--- src/rtl/multichannel_thermometer_stream_gen.sv ---
// rtl/multichannel_thermometer_stream_gen.sv - multi-channel serial thermometer encoder with valid/ready streaming
module multichannel_thermometer_stream_gen #(
   parameter int N          = 4,
   parameter int CH         = 4,
   parameter int ONES_FIRST = 1
) (
   input  logic            clk,
   input  logic            reset,
   input  logic            start,
   input  logic            abort,
   input  logic            mode_signed,
   input  logic [CH*N-1:0] binary_in,
   input  logic            out_ready,
   output logic [CH-1:0]   serial_out,
   output logic            out_valid,
   output logic            out_last,
   output logic            busy,
   output logic            done
);

   // Stream length L = 2^N-1 and the index of its final column.
   localparam logic [N-1:0] LEN      = {N{1'b1}};
   localparam logic [N-1:0] IDX_LAST = LEN - N'(1);
   // Flipping the MSB maps a two's-complement word onto its offset-binary count.
   localparam logic [N-1:0] MSB_MASK = N'(1) << (N - 1);

   typedef enum logic [1:0] {
      IDLE = 2'd0,
      RUN  = 2'd1,
      DONE = 2'd2
   } state_t;

   state_t            state;
   logic [N-1:0]      bit_idx;
   logic [CH*N-1:0]   thr;
   logic [CH*N-1:0]   load_thr;
   logic [N-1:0]      next_idx;

   // Thermometer column for a given bit index and set of per-channel thresholds.
   function automatic logic [CH-1:0] column(input logic [N-1:0] idx,
                                            input logic [CH*N-1:0] t);
      logic [CH-1:0] col;
      logic [N-1:0]  tc;
      col = '0;
      for (int c = 0; c < CH; c++) begin
         tc = t[c*N +: N];
         if (ONES_FIRST != 0)
            col[c] = (idx < tc);
         else
            col[c] = (idx >= (LEN - tc));
      end
      return col;
   endfunction

   // Convert the incoming words into per-channel ones counts, honouring signed mode.
   always_comb begin
      load_thr = '0;
      for (int c = 0; c < CH; c++) begin
         load_thr[c*N +: N] = binary_in[c*N +: N] ^ (mode_signed ? MSB_MASK : '0);
      end
   end

   assign next_idx = bit_idx + N'(1);

   // Control FSM; every output is a register so the next column is precomputed on each step.
   always_ff @(posedge clk or posedge reset) begin
      if (reset) begin
         state      <= IDLE;
         bit_idx    <= '0;
         thr        <= '0;
         serial_out <= '0;
         out_valid  <= 1'b0;
         out_last   <= 1'b0;
         busy       <= 1'b0;
         done       <= 1'b0;
      end else if (abort) begin
         // Cancel wins over start and over a pending transfer; latched words are kept.
         state      <= IDLE;
         bit_idx    <= '0;
         serial_out <= '0;
         out_valid  <= 1'b0;
         out_last   <= 1'b0;
         busy       <= 1'b0;
         done       <= 1'b0;
      end else begin
         case (state)
            IDLE: begin
               done <= 1'b0;
               if (start) begin
                  thr        <= load_thr;
                  bit_idx    <= '0;
                  serial_out <= column('0, load_thr);
                  out_valid  <= 1'b1;
                  out_last   <= (IDX_LAST == '0);
                  busy       <= 1'b1;
                  state      <= RUN;
               end
            end
            RUN: begin
               // out_valid is always high here, so out_ready alone marks a transfer.
               if (out_ready) begin
                  if (out_last) begin
                     serial_out <= '0;
                     out_valid  <= 1'b0;
                     out_last   <= 1'b0;
                     done       <= 1'b1;
                     state      <= DONE;
                  end else begin
                     bit_idx    <= next_idx;
                     serial_out <= column(next_idx, thr);
                     out_last   <= (next_idx == IDX_LAST);
                  end
               end
            end
            DONE: begin
               done  <= 1'b0;
               busy  <= 1'b0;
               state <= IDLE;
            end
            default: begin
               state      <= IDLE;
               serial_out <= '0;
               out_valid  <= 1'b0;
               out_last   <= 1'b0;
               busy       <= 1'b0;
               done       <= 1'b0;
            end
         endcase
      end
   end

endmodule

--- config.mk ---
export PLATFORM = sky130hd
export DESIGN_NAME = multichannel_thermometer_stream_gen
export DESIGN_NICKNAME = d
export VERILOG_FILES = /design/src/rtl/multichannel_thermometer_stream_gen.sv
export SDC_FILE = /design/constraint.sdc
export NUM_CORES = 1
export LEC_CHECK = 0
export CORE_ASPECT_RATIO = 0.6
export CORE_MARGIN = 1.5
export CORE_UTILIZATION = 35
export CTS_CLUSTER_DIAMETER = 200
export DETAILED_ROUTE_END_ITERATION = 6
export GPL_TIMING_DRIVEN = 0
export PLACE_DENSITY = 0.58
export SLEW_MARGIN = 25
export SYNTH_ARGS = -nofsm -noshare
export SYNTH_HDL_FRONTEND = slang
export SYNTH_SLANG_ARGS = --single-unit
--- constraint.sdc ---
create_clock -name clk -period 2.1 [get_ports clk]
set_clock_uncertainty 0.1 [all_clocks]
set_input_delay 0.42 -clock clk [delete_from_list [all_inputs] [get_ports clk]]
set_output_delay 0.42 -clock clk [all_outputs]
set_load 0.05 [all_outputs]
Word-level counts from Yosys, hierarchy flattened
Index checks and enable logic that the tools add are counted.
{"block": "word_totals", "regBits": 30, "out_inout_bits": 8}
{"block": "classes", "n_addsub": 1, "order_cmp": 8, "eq_ne": 9, "mux": 32, "bitwise_logic": 5, "n_reduce_logical": 9}
{"operator": "2-to-1 mux 4 bit", "count": 9}
{"operator": "less-than comparator 1 x 4 -> 1 bit, first input constant", "count": 4}
{"operator": "less-than comparator 4 bit", "count": 4}
{"operator": "bitwise XOR 4 bit", "count": 4}
{"operator": "2-to-1 mux 1 bit", "count": 13}
{"operator": "inequality test 3 bit, second input constant", "count": 4}
{"operator": "case mux 4 bit (3 select lines)", "count": 1}
{"operator": "AND reduction 3 bit", "count": 3}
{"operator": "2-to-1 mux 2 bit", "count": 4}
{"operator": "case mux 4 bit (2 select lines)", "count": 1}
{"operator": "AND reduction 4 bit", "count": 2}
{"operator": "case mux 1 bit (3 select lines)", "count": 2}
{"operator": "adder 4 x 1 -> 4 bit, second input constant", "count": 1}
{"operator": "equality test 4 bit, second input constant", "count": 1}
{"operator": "inequality test 2 bit, second input constant", "count": 2}
{"operator": "case mux 2 bit (2 select lines)", "count": 1}
{"operator": "AND reduction 2 bit", "count": 2}
{"operator": "nonzero test 3 bit", "count": 1}
{"operator": "equality test 2 x 1 -> 1 bit, second input constant", "count": 1}
{"operator": "equality test 2 bit, second input constant", "count": 1}
{"operator": "zero test 2 bit", "count": 1}
{"operator": "case mux 1 bit (2 select lines)", "count": 1}
{"operator": "inverter 1 bit", "count": 1}

Longest topological paths before layout
Gate-level depths: netlist (run 1).
{"block": "depth", "ltp_word": 6, "depth_mapped": 7, "ltp_nobuf": 7}

Worst setup path after synthesis (run 1)
OpenSTA, ideal clock, no wires.
{"block": "synth_path", "path_type": "reg2reg", "from": "register bit_idx[0]", "to": "register serial_out[0]", "setup_ps": 96, "arrival_time_ps": 1698, "required_time_ps": 1904, "slack_ps": 206, "path_stages_with_launch": 7, "path_buffers": 0, "period_less_slack_ps": 1894, "path_cell_list": "dfrtp_1 > ha_1 > xor2_1 > ha_1 > o21ai_0 > o21ai_1 > a311oi_2"}
{"block": "synth_between", "elab_chain_len": 6}
{"element": "from (decl)", "line": "34", "rtl": "logic [N-1:0] bit_idx;"}
{"element": "from (signal assigned)", "line": "109", "rtl": "bit_idx <= next_idx;"}
{"element": "adder 4 x 1 -> 4 bit", "line": "63", "rtl": "assign next_idx = bit_idx + N'(1);"}
{"element": "less-than comparator 4 bit", "line": "48", "rtl": "col[c] = (idx < tc);"}
{"element": "2-to-1 mux 4 bit", "line": "102", "rtl": "if (out_last) begin"}
{"element": "2-to-1 mux 4 bit", "line": "101", "rtl": "if (out_ready) begin"}
{"element": "case mux 4 bit (3 select lines)", "line": "86", "rtl": "case (state)"}
{"element": "2-to-1 mux 4 bit", "line": "76", "rtl": "end else if (abort) begin"}
{"element": "to (signal assigned)", "line": "92", "rtl": "serial_out <= column('0, load_thr);"}
{"element": "to (signal assigned)", "line": "110", "rtl": "serial_out <= column(next_idx, thr);"}
{"element": "to (decl)", "line": "14", "rtl": "output logic [CH-1:0] serial_out,"}
No other way between the ends. The select of a mux whose other input is x is not followed.
A chain may end at the register's enable or synchronous reset.

Final worst setup path (run 1)
{"block": "layout_path", "from": "register serial_out[3]", "to": "output serial_out[3]"}
No word-level cell between the ends.

==> results of run 1 <==
==> final timing paths <==
path,start,end
max,serial_out[3],serial_out[3]
min,busy,busy
max reg2reg,bit_idx[0],serial_out[1]
min reg2reg,busy,busy
max in group asynchronous,reset,bit_idx[0]
min in group asynchronous,reset,serial_out[3]
==> sequential cells by signal (all words and copies together), names as in the netlist <==
name,count
bit_idx,4
busy,1
done,1
out_last,1
out_valid,1
serial_out,4
state,2
thr,16
==> worst register-to-register path: stages, from the launching register on <==
cell,delay [ps]
dfrtp_2,450
ha_1,330
inv_2,120
ha_1,240
a211oi_1,230
o21ai_1,130
a311oi_2,260
==> metrics by stage <==
step                TNS (ps)  area [um2]  setup WS (ps)  total power, mW  util (%)
global route               0        2260           10.4             1.72      48.5
floorplan                  0        1730            206            0.939         -
global placement       -2420        2090           -201             1.06      44.8
CTS                        0        2220           4.38             1.64      47.6
finish                     0        2260           75.6             1.63      48.5
detailed placement     -2120        2090           -239             1.07      44.8
==> placed cells by master (no fill, tap or decap), types with 2 or more instances in the layout <==
cell              n
nor2_1           21
buf_2             2
a311oi_2          4
ha_1             13
a21oi_1           7
buf_4             3
buf_6             2
clkbuf_8          8
a211oi_1          4
mux2i_1           3
nand2_1          22
or3b_1            2
xnor2_1           4
o21ai_1           4
clkdlybuf4s50_1  27
nor3_1            7
o21ai_0          13
dfrtp_1          29
mux2_2            4
nand3_1           3
clkbuf_1          3
inv_1            15
inv_2             2
==> report_power, final <==
group          total [mW]  switching (mW)  internal (mW)
clock network       0.564           0.233          0.331
registers           0.683          0.0334          0.650
logic               0.379           0.214          0.165
total                1.63           0.481           1.15
==> cell families after synthesis <==
family | share of synthesized area [%]
mux | 4.34
simple gates | 16.5
xor+xnor | 3.04
flops | 43.4
buf+inv | 6.22
fa+ha+maj | 10.1
compound gates | 16.4
==> layout make-up <==
cell class / instances / area share [%]
inverter: 17 / 2.82
buffer: 7 / 1.94
timing repair buffer: 31 / 13.3
multi-input combinational: 127 / 40.3
sequential: 30 / 33.2
tap: 63 / 3.48
clock buffer: 8 / 4.87
==> routing by layer <==
metal / vias up / global-route usage, % / share of wire [%]
met5: - / 0 / 0
met4: 0 / 4.48 / 0.68
met3: 5 / 4.67 / 5.9
met2: 39 / 21.4 / 38
met1: 636 / 26.6 / 55
li1: 694 / - / -
==> timing repair <==
action / 4_1_cts / 5_1_grt
gates resized for setup: 4 / 4
endpoints found under the setup margin: 5 / 4
pin swaps: 0 / 1
buffers inserted: 0 / 3
==> flow_metrics.env, run 1 <==
export IMPL_kind_of_capture_point_of_the_worst_setup_path="output port"
export IMPL_antenna_diode_count=0
export IMPL_synth_seq_cells=30
export IMPL_io_pins=30
export IMPL_clock_insertion_delay_worst_skew_ps=280
export IMPL_p_per_area_nw_per_um2=719
export IMPL_cts_tree="done"
export IMPL_hold_viol=0
export IMPL_drt_first_pass_iters=4
export IMPL_synth_yosys_seq_area_share_pct=43.4
export IMPL_synthDominantCellAreaShare_pct=43.4
export IMPL_post_synth_most_frequent_cells="dfrtp_1 (30), nand2_1 (22), nor2_1 (21)"
export IMPL_worst_path_largest_cell_delay_ps=820
export IMPL_reg2regPathDepth=6
export IMPL_layout_area_seq_um2=752
export IMPL_ant_nets=0
export IMPL_startpoint_type="flip-flop"
export IMPL_cts_hold_buffers_added=0
export IMPL_p_leak_nw=1.02
export IMPL_synth_largest_area_cell="dfrtp_1"
export IMPL_die_area_um2=5390
export IMPL_worst_pin_slew_ps=660
export IMPL_timing_critical_path_max_delay_family="buffers and inverters"
export IMPL_cp_cell_sequence="clkdlybuf4s50_1"
export IMPL_classification_of_the_worst_slack_hold_path="reg -> reg"
export IMPL_port_buffers=28
export IMPL_worstHoldPathCells=1
export IMPL_cp_depth=1
export IMPL_report_final_setup_viol=0
export IMPL_via_count=1374
export IMPL_multiInputGateArea_um2=912
export IMPL_via_count_of_the_first_global_routing_pass=1311
export IMPL_cp_num_buf_inv=1
export IMPL_initial_antenna_violation_count=0
export IMPL_yosysWarnings=0
export IMPL_detail_route_wirelength_mm=4.10
export IMPL_regToRegSetupSlack_ps=140
export IMPL_global_route_usage_total_pct=16.7
export IMPL_critical_path_slowest_cell="clkdlybuf4s50_1"
export IMPL_row_count=19
export IMPL_gp_congestion=0.758
export IMPL_layout_cell_share_with_drive_strength_beyond_1_pct=15.0
export IMPL_maxCapViolCount=0
export IMPL_largest_fanout_on_the_critical_path=2
export IMPL_criticalPathCategory="reg -> out"
export IMPL_slew_violations=0
export IMPL_synth_cells=181
export IMPL_drc=0
export IMPL_cts_htree_levels=2
export IMPL_layout_filler_cells=466
export IMPL_synth_cell_type_count=33
export IMPL_detail_route_wl_per_cell_um=14.5
export IMPL_dr_first_iter_drc_count=99
export IMPL_cts_inserted_buffers=5
export IMPL_critical_path_at_ps=1500
export IMPL_result_of_the_run="completed"
export IMPL_areaGrowthSynthToFinish_pct=30.7
export IMPL_rsz0062_at_grt="no"
export IMPL_synth_area_top_cells="dfrtp_1 (43%), ha_1 (10%), nand2_1 (4.8%), nor2_1 (4.6%), o21ai_0 (3.8%)"
export IMPL_mappedNetlistArea_um2=1730
export IMPL_synthesis_area_per_instance_um2=9.56
export IMPL_slew_headroom_pct=55.9
export IMPL_clkTransAtPathRegs_ps=70
export IMPL_cts_buffer_depth=2
export IMPL_post_place_cells=272
export IMPL_async_flop_share_pct=100
export IMPL_grt_start_max_net_pins=31
export IMPL_design_core_area_um2=4660
export IMPL_synth_edff_count=0
export IMPL_postSynth_topFlopCell="dfrtp_1"
export IMPL_vdd_ir_drop_max_uv=312
export IMPL_critical_path_required_ps=1580
export IMPL_grt_remaining_overflow=0
export IMPL_timing_final_crit_share_pct=96.4
export IMPL_clock_tree_root_cell="clkbuf_8"
export IMPL_dieWidth_um=93.8
export IMPL_post_synth_top_count_cell="dfrtp_1"
export IMPL_layout_min_cycle_time_ps=2020
export IMPL_grt_pass1_wl_mm=6.69
export IMPL_clock_fmax_mhz=494
export IMPL_floorplan_die_height_um=57.5
export IMPL_hold_worst_slack_ps=383
export IMPL_clock_sinks=30
export IMPL_nets=255
export IMPL_routed_via_density=4.86
export IMPL_detailed_place_hpwl_mm=2.88
export IMPL_instances_no_fill=283
export IMPL_mappedNetlistNets=217
export IMPL_initial_core_util_pct=37.1
(Power assumes the default switching activity.)
==> run 2, diff against run 1 <==
--- a/config.mk
+++ b/config.mk
@@ -12,6 +12,7 @@
 export DETAILED_ROUTE_END_ITERATION = 6
 export GPL_TIMING_DRIVEN = 0
 export PLACE_DENSITY = 0.58
+export SKIP_CTS_REPAIR_TIMING = 1
 export SLEW_MARGIN = 25
 export SYNTH_ARGS = -nofsm -noshare
 export SYNTH_HDL_FRONTEND = slang
==> constraint.sdc (replaced) <==
create_clock -name clk -period 2.1 [get_ports clk]
set_clock_uncertainty 0.1 [all_clocks]
set_input_delay 0.315 -clock clk [delete_from_list [all_inputs] [get_ports clk]]
set_output_delay 0.315 -clock clk [all_outputs]
set_load 0.05 [all_outputs]
==> flow_metrics.env, run 2 (synthesized netlist as in run 1, its figures left out) <==
export IMPL_met2RoutedLength_mm=1.55
export IMPL_fin_util_pct=48.6
export IMPL_via_count=1379
export IMPL_timing_final_crit_share_pct=96.6
export IMPL_rsz0062_at_grt="no"
export IMPL_startpoint_type="flip-flop"
export IMPL_worst_pin_slew_ps=662
export IMPL_largestRegisters="thr: 16 flops, bit_idx: 4 flops, serial_out: 4 flops"
export IMPL_detail_route_wirelength_mm=4.13
export IMPL_wl_met1_mm=2.27
export IMPL_hold_viol=0
export IMPL_p_leak_nw=1.01
export IMPL_combPwrFrac_pct=23.3
export IMPL_critical_path_required_ps=1680
export IMPL_wl_met3_um=285
export IMPL_result_of_the_run="completed"
export IMPL_initial_antenna_violation_count=0
export IMPL_postPlaceCellArea_um2=2090
export IMPL_die_area_um2=5390
export IMPL_detail_route_wl_per_cell_um=14.6
export IMPL_grt_pass1_wl_mm=6.67
export IMPL_gp_congestion=0.758
export IMPL_register_containing_the_most_flip_flops_in_the_final_layout="thr"
export IMPL_timing_setup_tns_ps=0
export IMPL_clock_power_share_pct=34.8
export IMPL_grt_remaining_overflow=0
export IMPL_nets=255
export IMPL_clock_insertion_delay_worst_skew_ps=280
export IMPL_mostFrequentLayoutCell="dfrtp_1"
export IMPL_row_count=19
export IMPL_ant_nets=0
export IMPL_layout_cells_most_common_list="dfrtp_1 (29), clkdlybuf4s50_1 (28), nand2_1 (22)"
export IMPL_dr_first_iter_drc_count=93
export IMPL_drt_first_pass_iters=4
export IMPL_criticalPathCategory="reg -> out"
export IMPL_clock_fmax_mhz=493
export IMPL_vdd_ir_drop_max_uv=316
export IMPL_power_internal_mw=1.15
export IMPL_cts_tree="done"
export IMPL_port_buffers=28
export IMPL_net_switching_power_mw=0.484
export IMPL_clock_tree_root_cell="clkbuf_8"
export IMPL_design_core_area_um2=4660
export IMPL_critical_path_at_ps=1610
export IMPL_cp_cell_sequence="clkdlybuf4s50_1"
export IMPL_classification_of_the_worst_slack_hold_path="in -> async"
export IMPL_cts_buffer_depth=2
export IMPL_routed_via_density=4.87
export IMPL_cp_num_buf_inv=1
export IMPL_clock_sinks=30
export IMPL_maxCapViolCount=0
export IMPL_clkTransAtPathRegs_ps=60
export IMPL_grt_start_max_net_pins=31
export IMPL_via_count_of_the_first_global_routing_pass=1305
export IMPL_report_final_setup_viol=0
export IMPL_topRoutingLayerUsed="met4"
export IMPL_slew_violations=0
export IMPL_kind_of_capture_point_of_the_worst_setup_path="output port"
export IMPL_largest_fanout_on_the_critical_path=7
export IMPL_cts_htree_levels=2
export IMPL_cts_inserted_buffers=5
export IMPL_io_pins=30
export IMPL_hold_worst_slack_ps=343
export IMPL_initial_core_util_pct=37.1
export IMPL_max_ffs_per_register=16
export IMPL_layout_min_cycle_time_ps=2030
export IMPL_detailed_place_hpwl_mm=2.88
export IMPL_critical_path_slowest_cell="clkdlybuf4s50_1"
export IMPL_worst_path_largest_cell_delay_ps=850
export IMPL_floorplan_die_height_um=57.5
export IMPL_p_sw_share_pct=29.7
export IMPL_timing_critical_path_max_delay_family="buffers and inverters"
export IMPL_post_layout_total_power_mw=1.63
export IMPL_areaGrowthSynthToFinish_pct=30.8
export IMPL_p_per_area_nw_per_um2=720
export IMPL_dieWidth_um=93.8
export IMPL_global_route_usage_total_pct=16.6
export IMPL_layout_cell_share_with_drive_strength_beyond_1_pct=15.0
export IMPL_slew_headroom_pct=55.8
export IMPL_antenna_diode_count=0
export IMPL_post_route_cell_area_um2=2260
export IMPL_layout_filler_cells=466
export IMPL_drc=0
export IMPL_sequential_share_of_power_pct=41.9
-- run 2: changes by cell type in the layout (fill, tap and decap cells not counted), sizes merged --
cell / before / now
clkdlybuf4s50: 27 / 28
dlygate4sd2: 1 / 0
-- run 2: power by group through the flow --
stage	sequential (mW)	combinational, mW	clock [mW]
after floorplan	0.730	0.208	0
after global placement	0.695	0.370	0
final	0.683	0.379	0.567
after detailed placement	0.696	0.373	0
after global routing	0.692	0.425	0.602
after CTS	0.685	0.375	0.580
-- run 2: final cells by class --
class                   count  area, um2  area share, %
multi-input cells         127        912           40.3
plain buffers               7       43.8           1.93
repair buffers             31        303           13.4
flip-flops and latches     30        752           33.2
clock buffers               8        110           4.86
inverters                  17       63.8           2.82
well taps                  63       78.8           3.48
-- run 2: final timing paths --
| path | endpoint | depth (start not counted) | slack (ps) | start |
|---|---|---|---|---|
| max in group asynchronous | bit_idx[0] | 2 | 1090 | reset |
| min in group clk | busy | 1 | 380 | busy |
| worst min register to register | busy | 1 | 380 | busy |
| worst max register to register | serial_out[1] | 6 | 130 | bit_idx[0] |
| worst min-delay path | thr[9] | 2 | 340 | reset |
| worst max-delay path | out_last | 1 | 70 | out_last |
-- run 2: metal layers --
metal	track usage (%)	vias to the layer above
met2	21.2	43
met5	0	-
met4	4.48	0
met3	4.67	5
met1	26.6	640
li1	-	691
-- run 2: through the flow --
step           worst slack (ps)  cells
2_1_floorplan               206    181
3_3_place_gp               -201    272
3_5_place_dp               -239    272
4_1_cts                    -253    280
5_1_grt                    10.4    283
6_report                   71.8    283
-- run 2: worst register-to-register path, stage by stage (launching register included) --
cell      delay, ps
dfrtp_2         450
ha_1            330
inv_2           120
ha_1            240
a211oi_1        230
o21ai_1         130
a311oi_2        260
==> run 3, diff against run 2 <==
--- a/config.mk
+++ b/config.mk
@@ -9,9 +9,11 @@
 export CORE_MARGIN = 1.5
 export CORE_UTILIZATION = 35
 export CTS_CLUSTER_DIAMETER = 200
+export CTS_CLUSTER_SIZE = 30
 export DETAILED_ROUTE_END_ITERATION = 6
 export GPL_TIMING_DRIVEN = 0
 export PLACE_DENSITY = 0.58
+export SETUP_SLACK_MARGIN = 0.1
 export SKIP_CTS_REPAIR_TIMING = 1
 export SLEW_MARGIN = 25
 export SYNTH_ARGS = -nofsm -noshare
==> flow_metrics.env, run 3 (synthesized netlist as in run 1, its figures left out) <==
export IMPL_instances_no_fill=283
export IMPL_pre_cts_ws_ps=-239
export IMPL_largest_fanout_on_the_critical_path=6
export IMPL_register_containing_the_most_flip_flops_in_the_final_layout="thr"
export IMPL_clock_tree_root_cell="clkbuf_8"
export IMPL_via_count=1381
export IMPL_grt_util_met1_pct=26.6
export IMPL_regToRegSetupSlack_ps=180
export IMPL_port_buffers=28
export IMPL_sequential_share_of_power_pct=41.9
export IMPL_detail_route_wirelength_mm=4.15
export IMPL_globalRoute_busiestLayer="met1"
export IMPL_drc=0
export IMPL_combPwrFrac_pct=23.5
export IMPL_multiInputGateArea_um2=917
export IMPL_drt_first_pass_iters=4
export IMPL_floorplan_die_height_um=57.5
export IMPL_met3_usage_pct=4.67
export IMPL_dieWidth_um=93.8
export IMPL_worst_pin_slew_ps=664
export IMPL_power_internal_mw=1.15
export IMPL_post_place_cells=272
export IMPL_ant_nets=0
export IMPL_detail_route_wl_per_cell_um=14.7
export IMPL_clock_insertion_delay_worst_skew_ps=280
export IMPL_row_count=19
export IMPL_layout_min_cycle_time_ps=1920
export IMPL_vdd_ir_drop_max_uv=316
export IMPL_net_switching_power_mw=0.484
export IMPL_cts_buffer_depth=2
export IMPL_critical_path_at_ps=2010
export IMPL_max_ffs_per_register=16
export IMPL_grt_remaining_overflow=0
export IMPL_critical_path_required_ps=2190
export IMPL_largestRegisters="thr: 16 flops, bit_idx: 4 flops, serial_out: 4 flops"
export IMPL_antenna_diode_count=0
export IMPL_criticalPathCategory="reg -> reg"
export IMPL_gp_congestion=0.758
export IMPL_io_pins=30
export IMPL_hold_viol=0
export IMPL_report_final_setup_viol=0
export IMPL_clock_sinks=30
export IMPL_nets=255
export IMPL_reg2regPathDepth=6
export IMPL_areaGrowthSynthToFinish_pct=31.3
export IMPL_grt_start_max_net_pins=31
export IMPL_detailed_place_hpwl_mm=2.88
export IMPL_cts_tree="done"
export IMPL_startpoint_type="flip-flop"
export IMPL_via_count_of_the_first_global_routing_pass=1305
export IMPL_fin_util_pct=48.8
export IMPL_clock_fmax_mhz=521
export IMPL_global_route_usage_total_pct=16.6
export IMPL_cts_inserted_buffers=5
export IMPL_classification_of_the_worst_slack_hold_path="in -> async"
export IMPL_dr_first_iter_drc_count=94
export IMPL_initial_core_util_pct=37.1
export IMPL_layout_cell_share_with_drive_strength_beyond_1_pct=15.9
export IMPL_die_area_um2=5390
export IMPL_timing_final_crit_share_pct=91.5
export IMPL_grt_pass1_wl_mm=6.67
export IMPL_mostFrequentLayoutCell="dfrtp_1"
export IMPL_slew_violations=0
export IMPL_routed_via_density=4.88
export IMPL_result_of_the_run="completed"
export IMPL_p_leak_nw=1.03
export IMPL_p_per_area_nw_per_um2=718
export IMPL_p_sw_share_pct=29.7
export IMPL_r2r_end="serial_out[1]"
export IMPL_finalWorstSetupSlack_ps=180
export IMPL_grt_met2_usage_pct=21.2
export IMPL_layout_filler_cells=465
export IMPL_clock_power_share_pct=34.6
export IMPL_reg2reg_from="bit_idx[0]"
export IMPL_cts_htree_levels=2
export IMPL_rsz0062_at_grt="yes"
export IMPL_kind_of_capture_point_of_the_worst_setup_path="flip-flop"
export IMPL_maxCapViolCount=0
export IMPL_initial_antenna_violation_count=0
export IMPL_design_core_area_um2=4660
export IMPL_slew_headroom_pct=55.7
export IMPL_clkTransAtPathRegs_ps=70
export IMPL_layout_area_seq_um2=753
export IMPL_layout_cells_most_common_list="dfrtp_1 (28), clkdlybuf4s50_1 (27), nand2_1 (22)"
run 3: cell count changes in the layout (fill, tap and decap cells not counted), sizes merged:
cell and delta:
clkdlybuf4s50 -1, dlymetal6s2s +1
run 3: through the flow:
step / area [um2] / setup TNS [ps] / power (mW) / hold slack, ps
2_1_floorplan: 1730 / 0 / 0.939 / 276
3_3_place_gp: 2090 / -995 / 1.06 / 370
3_5_place_dp: 2090 / -900 / 1.07 / 369
4_1_cts: 2200 / -946 / 1.64 / 366
5_1_grt: 2270 / 0 / 1.72 / 405
6_report: 2270 / 0 / 1.63 / 345
run 3: critical path, cell delays in order, from the launching register on:
cell and delay (ps):
dfrtp_2 450, ha_1 330, inv_2 120, ha_1 260, a211oi_2 190, o21ai_1 120
a311oi_2 260
run 3: power groups by stage:
stage	Clock, mW	Sequential, mW	Combinational [mW]
after detailed placement	0	0.696	0.373
after CTS	0.580	0.685	0.375
after floorplan	0	0.730	0.208
final	0.565	0.683	0.384
after global placement	0	0.695	0.370
after global routing	0.602	0.692	0.429
run 3: layout make-up:
| cell class | instances | area share (%) |
|---|---|---|
| Sequential cell | 30 | 33.1 |
| Tap cell | 63 | 3.47 |
| Timing Repair Buffer | 31 | 13.4 |
| Buffer | 7 | 1.93 |
| Inverter | 17 | 2.81 |
| Clock buffer | 8 | 4.85 |
| Multi-Input combinational cell | 127 | 40.4 |
run 3: worst max path at each step:
stage               start       endpoint  slack (ps)  depth (start not counted)
2_1_floorplan  bit_idx[0]  serial_out[0]         210                          6
3_3_place_gp   bit_idx[0]  serial_out[0]        -200                          6
3_5_place_dp   bit_idx[0]  serial_out[1]        -240                          6
4_1_cts        bit_idx[0]  serial_out[1]        -250                          6
5_1_grt        bit_idx[1]  serial_out[2]          40                          6
6_report       bit_idx[0]  serial_out[1]         180                          6
run 3: routing by layer:
metal  share of wire, %  wire (um)
met5                  0          0
met1                 55       2270
met4               0.67         28
met3                7.0        292
met2                 38       1560
